`src/rtl/rs_gf_div_seq.sv`:
```
// Sequential GF(2^m) divider: odat = idat_a * idat_b^(2^m-2) by square-and-multiply.
// Optional RS_GF_DIV_FAST_PATH_EN: trivial operands (b==0, a==0, b==1) bypass the RUN phase.
module rs_gf_div_seq #(
    parameter int m      = 8,
    parameter int irrpol = 285
) (
    input  logic         iclk,
    input  logic         irst_n,
    input  logic         ival,
    input  logic [m-1:0] idat_a,
    input  logic [m-1:0] idat_b,
    output logic         ordy,
    output logic         oval,
    input  logic         irdy,
    output logic [m-1:0] odat,
    output logic         oerr
);

    localparam int CW = $clog2(m);
    localparam logic [m-1:0] POLY_LO = irrpol[m-1:0];

    typedef enum logic [1:0] {
        S_IDLE,
        S_RUN,
        S_DONE
    } state_e;

    state_e        state_q, state_d;
    logic [m-1:0]  acc_q, acc_d;
    logic [m-1:0]  sq_q, sq_d;
    logic [m-1:0]  odat_q, odat_d;
    logic [CW-1:0] cnt_q, cnt_d;
    logic          zero_q, zero_d;
    logic          oerr_q, oerr_d;

    logic [m-1:0]  sq_in;
    logic [m-1:0]  sq_out;
    logic [m-1:0]  prod;

    // MSB-first shift-and-add multiply, reducing by the field polynomial each step.
    function automatic logic [m-1:0] gf_mult_a_by_b(input logic [m-1:0] a, input logic [m-1:0] b);
        logic [m-1:0] p;
        p = '0;
        for (int unsigned i = 0; i < m; i++) begin
            p = {p[m-2:0], 1'b0} ^ (p[m-1] ? POLY_LO : '0);
            if (b[m-1-i]) p = p ^ a;
        end
        return p;
    endfunction

    // Squarer input comes from the divisor at accept and from sq_q while iterating.
    assign sq_in  = (state_q == S_IDLE) ? idat_b : sq_q;
    assign sq_out = gf_mult_a_by_b(sq_in, sq_in);
    assign prod   = gf_mult_a_by_b(acc_q, sq_q);

    always_ff @(posedge iclk or negedge irst_n) begin
        if (!irst_n) begin
            state_q <= S_IDLE;
            acc_q   <= '0;
            sq_q    <= '0;
            cnt_q   <= '0;
            zero_q  <= 1'b0;
            odat_q  <= '0;
            oerr_q  <= 1'b0;
        end else begin
            state_q <= state_d;
            acc_q   <= acc_d;
            sq_q    <= sq_d;
            cnt_q   <= cnt_d;
            zero_q  <= zero_d;
            odat_q  <= odat_d;
            oerr_q  <= oerr_d;
        end
    end

    always_comb begin
        state_d = state_q;
        acc_d   = acc_q;
        sq_d    = sq_q;
        cnt_d   = cnt_q;
        zero_d  = zero_q;
        odat_d  = odat_q;
        oerr_d  = oerr_q;

        case (state_q)
            S_IDLE: begin
                if (ival) begin
                    acc_d   = idat_a;
                    sq_d    = sq_out;
                    cnt_d   = CW'(m - 2);
                    zero_d  = (idat_b == '0);
                    state_d = S_RUN;
`ifdef RS_GF_DIV_FAST_PATH_EN
                    if (idat_b == '0) begin
                        odat_d  = '0;
                        oerr_d  = 1'b1;
                        state_d = S_DONE;
                    end else if (idat_a == '0) begin
                        odat_d  = '0;
                        oerr_d  = 1'b0;
                        state_d = S_DONE;
                    end else if (idat_b == m'(1)) begin
                        odat_d  = idat_a;
                        oerr_d  = 1'b0;
                        state_d = S_DONE;
                    end
`endif
                end
            end
            S_RUN: begin
                acc_d = prod;
                sq_d  = sq_out;
                if (cnt_q == '0) begin
                    odat_d  = zero_q ? '0 : prod;
                    oerr_d  = zero_q;
                    state_d = S_DONE;
                end else begin
                    cnt_d = cnt_q - CW'(1);
                end
            end
            S_DONE: begin
                if (irdy) state_d = S_IDLE;
            end
            default: state_d = S_IDLE;
        endcase
    end

    assign ordy = (state_q == S_IDLE);
    assign oval = (state_q == S_DONE);
    assign odat = odat_q;
    assign oerr = oerr_q;

endmodule

```
`config.mk`:
```
export PLATFORM = sky130hd
export DESIGN_NAME = rs_gf_div_seq
export DESIGN_NICKNAME = d
export VERILOG_FILES = /design/src/rtl/rs_gf_div_seq.sv
export SDC_FILE = /design/constraint.sdc
export NUM_CORES = 1
export LEC_CHECK = 0
export ABC_AREA = 1
export BUFFER_PORTS_ARGS = -buffer_cell sky130_fd_sc_hd__buf_4
export CAP_MARGIN = 25
export CORE_AREA = 2 2 94 96
export CTS_CLUSTER_DIAMETER = 30
export CTS_CLUSTER_SIZE = 40
export DETAILED_ROUTE_END_ITERATION = 10
export DIE_AREA = 0 0 96 98
export GPL_TIMING_DRIVEN = 0
export HOLD_SLACK_MARGIN = 0.1
export RECOVER_POWER = 25
export SYNTH_ARGS = -nofsm -noshare
export SYNTH_HDL_FRONTEND = slang
export SYNTH_SLANG_ARGS = --single-unit
```
`constraint.sdc`:
```
create_clock -name iclk -period 1.8 [get_ports iclk]
set_clock_uncertainty 0.05 [all_clocks]
set_input_delay 0.09 -clock iclk [delete_from_list [all_inputs] [get_ports iclk]]
set_output_delay 0.09 -clock iclk [all_outputs]
set_load 0.05 [all_outputs]
```
==> run metrics, run 1 <==
capturing point of the worst reg2reg path acc_q[5]; slew margin rel. 0.479; Max-Cap Viols 0; WP data required 1.92 ns; critical path startpoint sq_q[6]; Worst setup endpoint acc_q[5]; I/O Buffers 30; CP Launch Type register; number of synthesized flops with an enable pin 0; Max clock buf depth 2; min-delay worst type in -> reg; commonest register cell after synthesis dfrtp_1; FF+latch count, synth 31; drt total wl 8370 um; Setup CP Type reg -> reg; asr flop ratio synth 1.00; R2R setup slack -0.34 ns; Worst Min Path Start idat_a[2]; worst slew pin tran 0.781 ns; dpl hpwl 5660 um; Clock Tree Root clkbuf_8; sequential element share of the synthesized area 0.268; Buf+Inv Stages, Crit Path 2; Total GRT Usage 0.183; synthesized area per cell 6.35 sq um; routability cong. 0.833; Multi-input gate area 2300 sq um; CP top delay family simple AND/OR/NAND/NOR gates; register area 776 sq um; Mapped Cells 456; Die Height 98 um; Max Fclk 0.467 GHz; clk sinks 31; CP cell instances buf_6, nand2_2, nand3_2, nand2_1, nand2_2, nand4_1, buf_4, a21o_1, nand2_1, nand2_1, nand2_2, or2_1, nand3_1, nand2_2, nand2_1; # setup viols final 18; Synth area leaders dfrtp_1 (27%), nand2_1 (25%), xnor2_1 (8.2%), xor2_1 (6.3%), inv_1 (5.4%); H-tree lvl count 2; clock-pin slew on the worst setup and hold paths 0.06 ns; outcome complete, but fails checks; cell taking the most area after synthesis dfrtp_1; Die X 96 um; failing checks negative setup slack; GRT Residual Overflow 0; Largest stage delay, worst path 0.43 ns; WL per Instance 12.9 um; R2R depth 15; vias 3149; Ant. Diodes 0; slowest CP cell dfrtp_1; Worst EP arrival 2.26 ns; Levels on crit path 15; initial drt markers 156; Initial Util 0.342; Net Count, Synth 478; Hold Slack 0.156 ns; Core ar. 8470 sq um; setup ws final -0.341 ns; commonest cells in the netlist nand2_1 (192), inv_1 (42), dfrtp_1 (31), nand3_1 (31), xnor2_1 (27); NumNets Final 563; Syn Std Cell Area 2900 sq um; count leader, synth nand2_1; share of the synthesized area in the top cell type 0.268; crit path max fanout 7; DR DRC count 0; setup repair after global routing missed its margin true; first-pass GRT wire length 13700 um; Worst Setup End Kind register; largest net degree at the start of global routing 32; IO Pins 31; vias in the first global route 2967; pins over their slew limit 0; die area 9410 sq um; Yosys warnings 0; TritonCTS clock tree done; clock period minus final worst setup slack 2.14 ns; ANT nets after route 0; clk_lat worst skew 0.28 ns; Netlist cell types 34; layout cells sized above 1 0.362; Final Hold Vio Count 0; initial antenna violation count 0; Area growth syn-to-layout 48.6%; Core Util, Final 0.509; # rows 34; launching point of the worst reg2reg path sq_q[6]; 1st-pass router iterations 5; Vias/cell 4.84; Fillers 810; CTS buffer count 5; fin crit share 1.19
## layout make-up
| type | instances | share of cell area |
|---|---|---|
| repair buffers | 78 | 0.153 |
| well taps | 108 | 0.0314 |
| clock inverters | 1 | 0.00116 |
| plain buffers | 20 | 0.0410 |
| inverters | 48 | 0.0418 |
| multi-input cells | 357 | 0.534 |
| flip-flops and latches | 31 | 0.180 |
| clock buffers | 7 | 0.0177 |
## cells by family (layout without fill, tap and decap cells)
logic type	Yosys count	in the layout	share of synthesized area
compound gates	38	38	0.0712
xor+xnor	49	49	0.151
fa+ha+maj	2	2	0.00863
buf+inv	68	154	0.104
flops	31	31	0.268
mux	3	3	0.0104
simple gates	265	265	0.388
## sequential cells by signal, indices dropped and copies added, names as in the netlist
name,cells
acc_q,8
odat,8
sq_q,8
cnt_q,3
state_q,2
oerr,1
zero_q,1
## tightest hold or removal path, stage by stage
cell and delay [ns]:
buf_4 0.08, a21oi_1 0.06, a21o_1 0.15, o21ai_1 0.06
## how the worst min path moves through the flow
stage,endpoint,slack (ns),depth (start not counted)
floorplan,acc_q[0],-0.26,0
finish,acc_q[2],0.16,4
global placement,cnt_q[1],0.0007,1
CTS,acc_q[2],0.15,4
global route,acc_q[2],0.15,4
detailed placement,cnt_q[1],0.005,1
## repair_timing
action,4_1_cts,5_1_grt
hold buffers,13,0
resized for setup,67,77
pin swaps,23,34
setup buffers,18,15
cloned,1,1
endpoints found under the hold margin,37,0
setup endpoints to repair,23,23
## per-stage QoR
step / instances / cell area (sq um) / TNS (ns) / setup slack [ns]
global placement: 594 / 3270 / -4.80 / -0.430
floorplan: 456 / 2910 / 0 / 0.00911
global route: 650 / 4310 / -6.19 / -0.478
finish: 650 / 4310 / -4.08 / -0.341
detailed placement: 594 / 3270 / -5.32 / -0.451
CTS: 634 / 3880 / -2.97 / -0.246
## placed cells by master (no fill, tap or decap), types with 3 or more instances in the layout
master and count:
nor2_1 15, xor2_1 17, clkbuf_1 3, nand2_1 145, dfrtp_1 31, nand4_1 3, o21ai_0 14, nand2_4 15
nand3_1 14, nand2_2 41, dlygate4sd3_1 13, inv_2 8, buf_2 5, clkbuf_8 5, inv_1 39, mux2i_1 3
buf_4 59, nor2_4 5, a21oi_1 4, xor2_4 3, buf_6 16, xnor2_1 21, xnor2_2 4, nand3_2 16
o21ai_1 10, o21ai_2 3
## per-layer routing
layer,track usage,vias to the layer above,share of wire
li1,-,1573,-
met1,0.241,1459,0.43
met2,0.310,101,0.50
met3,0.0177,16,0.050
met4,0.0593,0,0.021
met5,0,-,0
Power of run 1 is not shown: default switching activity piles up to over one toggle a cycle in this logic, so the estimate is an artifact.
==> inputs of run 2 (changes only) <==
PLACE_DENSITY_LB_ADDON = 0.08   (was not set)
==> run 2 against run 1 <==
The run still ends with negative setup slack left. Maximum frequency is 2.7% higher. Die area stayed put. Worst hold slack worse by 0.049 ns. Highest routed layer unchanged. First-iteration DRC count is 53% lower. Via count is 4.3% lower. Final area is 1.6% higher. Core utilization is 0.81 points higher. Critical path depth stayed put.
==> run metrics, run 2 (synthesis results as in run 1) <==
Ant. Diodes 0; Place WS -0.447 ns; min-delay worst type in -> reg; Setup CP Type reg -> reg; Initial Util 0.342; worst slew pin tran 0.798 ns; I/O Buffers 30; Max-Cap Viols 0; IO Pins 31; crit path max fanout 8; Hold Slack 0.107 ns; H-tree lvl count 2; Worst EP arrival 2.21 ns; Worst Setup End Kind register; R2R setup slack -0.29 ns; Max Fclk 0.480 GHz; # setup viols final 17; layout cells sized above 1 0.392; clk sinks 31; NumNets Final 560; # rows 34; clock period minus final worst setup slack 2.09 ns; fin crit share 1.16; WL per Instance 13.4 um; Multi-input gate area 2340 sq um; Setup Total Neg Slack -3.33 ns; Vias/cell 4.67; Die Height 98 um; setup ws final -0.285 ns; DR DRC count 0; TritonCTS clock tree done; clock-pin slew on the worst setup and hold paths 0.07 ns; slew margin rel. 0.468; Final Hold Vio Count 0; WP data required 1.92 ns; initial antenna violation count 0; vias in the first global route 2822; most common cell after layout, fill and taps aside nand2_1; 1st-pass router iterations 4; first-pass GRT wire length 13600 um; register area 779 sq um; largest net degree at the start of global routing 32; Area growth syn-to-layout 51.0%; failing checks negative setup slack; dpl hpwl 6000 um; Clock Tree Root clkbuf_8; Max clock buf depth 2; pins over their slew limit 0; Total GRT Usage 0.185; Die X 96 um; initial drt markers 74; CP Launch Type register; outcome complete, but fails checks; setup repair after global routing missed its margin true; die area 9410 sq um; routability cong. 0.896; CTS buffer count 5; GRT Residual Overflow 0; vias 3015; commonest non-fill, non-tap cells in the layout nand2_1 (142), buf_4 (51), nand2_2 (45); Fillers 825; ANT nets after route 0; clk_lat worst skew 0.29 ns; drt total wl 8670 um; Core ar. 8470 sq um
[run 2: worst paths after layout]
check | from | cells past startpoint | endpoint
max in group asynchronous | irst_n | 2 | acc_q[7]
min | idat_a[4] | 5 | acc_q[4]
max reg2reg | sq_q[6] | 15 | acc_q[0]
min reg2reg | odat[5] | 2 | odat[5]
min in group asynchronous | irst_n | 2 | odat[6]
max | sq_q[6] | 15 | acc_q[0]
[run 2: metrics by stage]
step	cell area (sq um)	std cells	util
2_1_floorplan	2910	456	-
3_3_place_gp	3270	594	0.386
3_5_place_dp	3270	594	0.386
4_1_cts	3780	624	0.447
5_1_grt	4370	646	0.517
6_report	4370	646	0.517
[run 2: cell type report]
class | instances | share of cell area
buffer | 20 | 0.0435
clock buffer | 6 | 0.0166
clock inverter | 1 | 0.00686
inverter | 48 | 0.0420
multi-input combinational | 357 | 0.536
sequential | 31 | 0.178
tap | 108 | 0.0309
timing repair buffer | 75 | 0.146
[run 2: what timing repair did]
action | CTS | global route
hold endpoints to repair | 36 | 0
gates cloned | 1 | 1
pin swaps | 20 | 39
buffers inserted | 12 | 22
resized for setup | 60 | 111
endpoints found under the setup margin | 23 | 24
hold buffers | 10 | 0
[run 2: worst max-delay path, stage by stage (launching register included)]
cell and delay [ns]:
dfrtp_2 0.45, buf_8 0.17, nand3_4 0.09, nand2_2 0.06, nand2_2 0.08, nand2_4 0.09
nand2_2 0.10, clkinv_2 0.07, nor2_4 0.10, nand2_4 0.08, nand2_8 0.10, buf_6 0.11
xor2_4 0.17, nand2_1 0.08, o21ai_0 0.08, o21ai_1 0.07
[run 2: routing by layer]
layer  share of wire  GRT usage  up-vias  wire (um)
li1                -          -     1567          -
met1            0.48      0.252     1389       4130
met2            0.47      0.292       42       4110
met3           0.024     0.0270       17        208
met4           0.025     0.0758        0        219
met5               0          0        -          0
Power of run 2 is left out for the same reason.
==> inputs of run 3 (changes only) <==
ABC_AREA = not set   (was 1)
CORE_AREA = 2 2 90 92   (was 2 2 94 96)
DIE_AREA = 0 0 92 94   (was 0 0 96 98)
==> run 3 against run 2 <==
The run still ends with negative setup slack left. Count of clock-buffer cells in the layout is the same. Non-clock buffer count shrank 17. Flip-flop and latch count is the same. Final area shrank 18%. Critical endpoint is now odat[4]. Critical path type unchanged. Largest cell class unchanged.
==> run metrics, run 3 <==
Ant. Diodes 0; Max Fclk 0.434 GHz; initial drt markers 91; clock period minus final worst setup slack 2.31 ns; ANT nets after route 0; Synth area leaders dfrtp_1 (30%), xnor2_1 (17%), nand2_1 (12%), xor2_1 (4.7%), o21ai_0 (4.2%); WL met3 130 um; dpl hpwl 5150 um; Die Height 94 um; slowest CP cell xnor3_2; Mapped Cells 312; Max clock buf depth 2; commonest cells in the netlist nand2_1 (84), xnor2_1 (50), dfrtp_1 (31); Max-Cap Viols 0; Largest stage delay, worst path 0.44 ns; CTS buffer count 5; CP cell instances buf_6, nand2_2, xnor3_2, xor2_2, xnor3_2, buf_6, xnor2_4, xnor2_2, o21ai_1; routability cong. 0.795; cell taking the most area after synthesis dfrtp_1; placed instance count 443; post-placement cell area 3040 sq um; asr flop ratio synth 1.00; vias 2222; Final Non-Filler Cells 475; Area growth syn-to-layout 36.5%; DRT met1 WL 3510 um; R2R setup slack -0.51 ns; fin crit share 1.28; commonest non-fill, non-tap cells in the layout nand2_1 (76), xnor2_1 (41), buf_4 (39); Die X 92 um; pins over their slew limit 0; slew margin rel. 0.473; setup ws final -0.506 ns; Setup CP Type reg -> reg; Fillers 776; Net Count, Synth 334; clk sinks 31; outcome complete, but fails checks; setup repair after global routing missed its margin true; register area 777 sq um; # setup viols final 16; hold endpoint sq_q[0]; # rows 32; layout cells sized above 1 0.303; worst slew pin tran 0.791 ns; die area 8650 sq um; most common cell after layout, fill and taps aside nand2_1; Multi-input gate area 1910 sq um; initial antenna violation count 0; WHS Path Cells 5; FF+latch count, synth 31; capturing point of the worst reg2reg path odat[4]; failing checks negative setup slack; Total GRT Usage 0.186; GRT Residual Overflow 0; share of the synthesized area in the top cell type 0.296; I/O Buffers 29; CP Launch Type register; launching point of the worst reg2reg path acc_q[5]; min-delay worst type in -> reg; Final Hold Vio Count 0; IO Pins 31; Worst Min Path Start idat_b[0]; Yosys warnings 0; Worst Setup End Kind register; Netlist cell types 40; Core ar. 7610 sq um; Worst EP arrival 2.41 ns; Clock Tree Root clkbuf_8; number of synthesized flops with an enable pin 0; Vias/cell 4.68; synthesized area per cell 8.41 sq um; R2R depth 9; count leader, synth nand2_1; DR top layer met4; design area 3580 sq um; clock-pin slew on the worst setup and hold paths 0.06 ns; Syn Std Cell Area 2630 sq um; DR DRC count 0; crit path max fanout 4; drt total wl 7310 um; NumNets Final 395; first-pass GRT wire length 12300 um; TritonCTS clock tree done; commonest register cell after synthesis dfrtp_1; vias in the first global route 2377; largest net degree at the start of global routing 32; DR WL met2 3600 um; WL per Instance 15.4 um; sequential element share of the synthesized area 0.296; Initial Util 0.345; 1st-pass router iterations 4; H-tree lvl count 2; clk_lat worst skew 0.28 ns; WP data required 1.91 ns
==> run 3: changes by cell type in the layout (fill, tap and decap cells not counted), sizes merged, moves of 8 or more <==
cell / delta
nand2: -117
inv: -40
nand3: -30
buf: -29
xnor2: +25
nor2: -12
a22oi: +9
clkbuf: +8
==> run 3: timing repair <==
action                                  4_1_cts  5_1_grt
setup buffers                                11        4
hold buffers                                 14        0
hold endpoints to repair                     41        0
pin swaps                                    17       10
resized for setup                            32       24
endpoints found under the setup margin       24       27
==> run 3: cell families (layout without fill, tap and decap cells) <==
logic type	after synthesis	after routing	synth area share
AO/OA/AOI/OAI	55	55	0.124
XOR/XNOR	76	76	0.307
adder cells (fa/ha/maj)	2	2	0.00953
AND/OR/NAND/NOR	112	112	0.178
buffers and inverters	31	92	0.0653
multiplexers	5	5	0.0195
flip-flops	31	31	0.296
==> run 3: cell type report <==
type | count | area share
inverter | 7 | 0.00733
clock inverter | 1 | 0.00140
sequential | 31 | 0.217
tap | 102 | 0.0356
buffer | 21 | 0.0499
timing repair buffer | 57 | 0.134
multi-input combinational | 250 | 0.532
clock buffer | 6 | 0.0231
==> run 3: worst max-delay path by stage <==
stage / start / endpoint / slack (ns)
after floorplan: acc_q[7] / acc_q[2] / -0.31
after global placement: acc_q[1] / acc_q[7] / -0.61
after detailed placement: acc_q[1] / acc_q[7] / -0.64
after CTS: acc_q[3] / acc_q[2] / -0.52
after global routing: acc_q[5] / acc_q[4] / -0.60
final: acc_q[5] / odat[4] / -0.51
==> run 3: metrics by stage <==
| step | TNS, ns | worst slack (ns) | hold slack (ns) | utilization |
|---|---|---|---|---|
| 6_report | -6.54 | -0.506 | 0.177 | 0.471 |
| 5_1_grt | -8.11 | -0.597 | 0.194 | 0.471 |
| 3_3_place_gp | -8.44 | -0.611 | 0.0147 | 0.400 |
| 2_1_floorplan | -2.87 | -0.310 | -0.256 | - |
| 3_5_place_dp | -8.14 | -0.637 | 0.0112 | 0.400 |
| 4_1_cts | -6.63 | -0.522 | 0.163 | 0.457 |
==> run 3: routing by layer <==
| layer | vias to the layer above | GRT usage |
|---|---|---|
| met2 | 23 | 0.320 |
| met4 | 0 | 0.0460 |
| met5 | - | 0 |
| li1 | 1127 | - |
| met1 | 1066 | 0.248 |
| met3 | 6 | 0.0241 |
==> run 3: worst max-delay path: cells and delay by family (launching register included) <==
family                 cells  cell delay (ns)
XOR/XNOR                   5             1.33
flip-flops                 1             0.37
buffers and inverters      2             0.28
AO/OA/AOI/OAI              1             0.08
AND/OR/NAND/NOR            1             0.06
Power of run 3 is left out for the same reason.
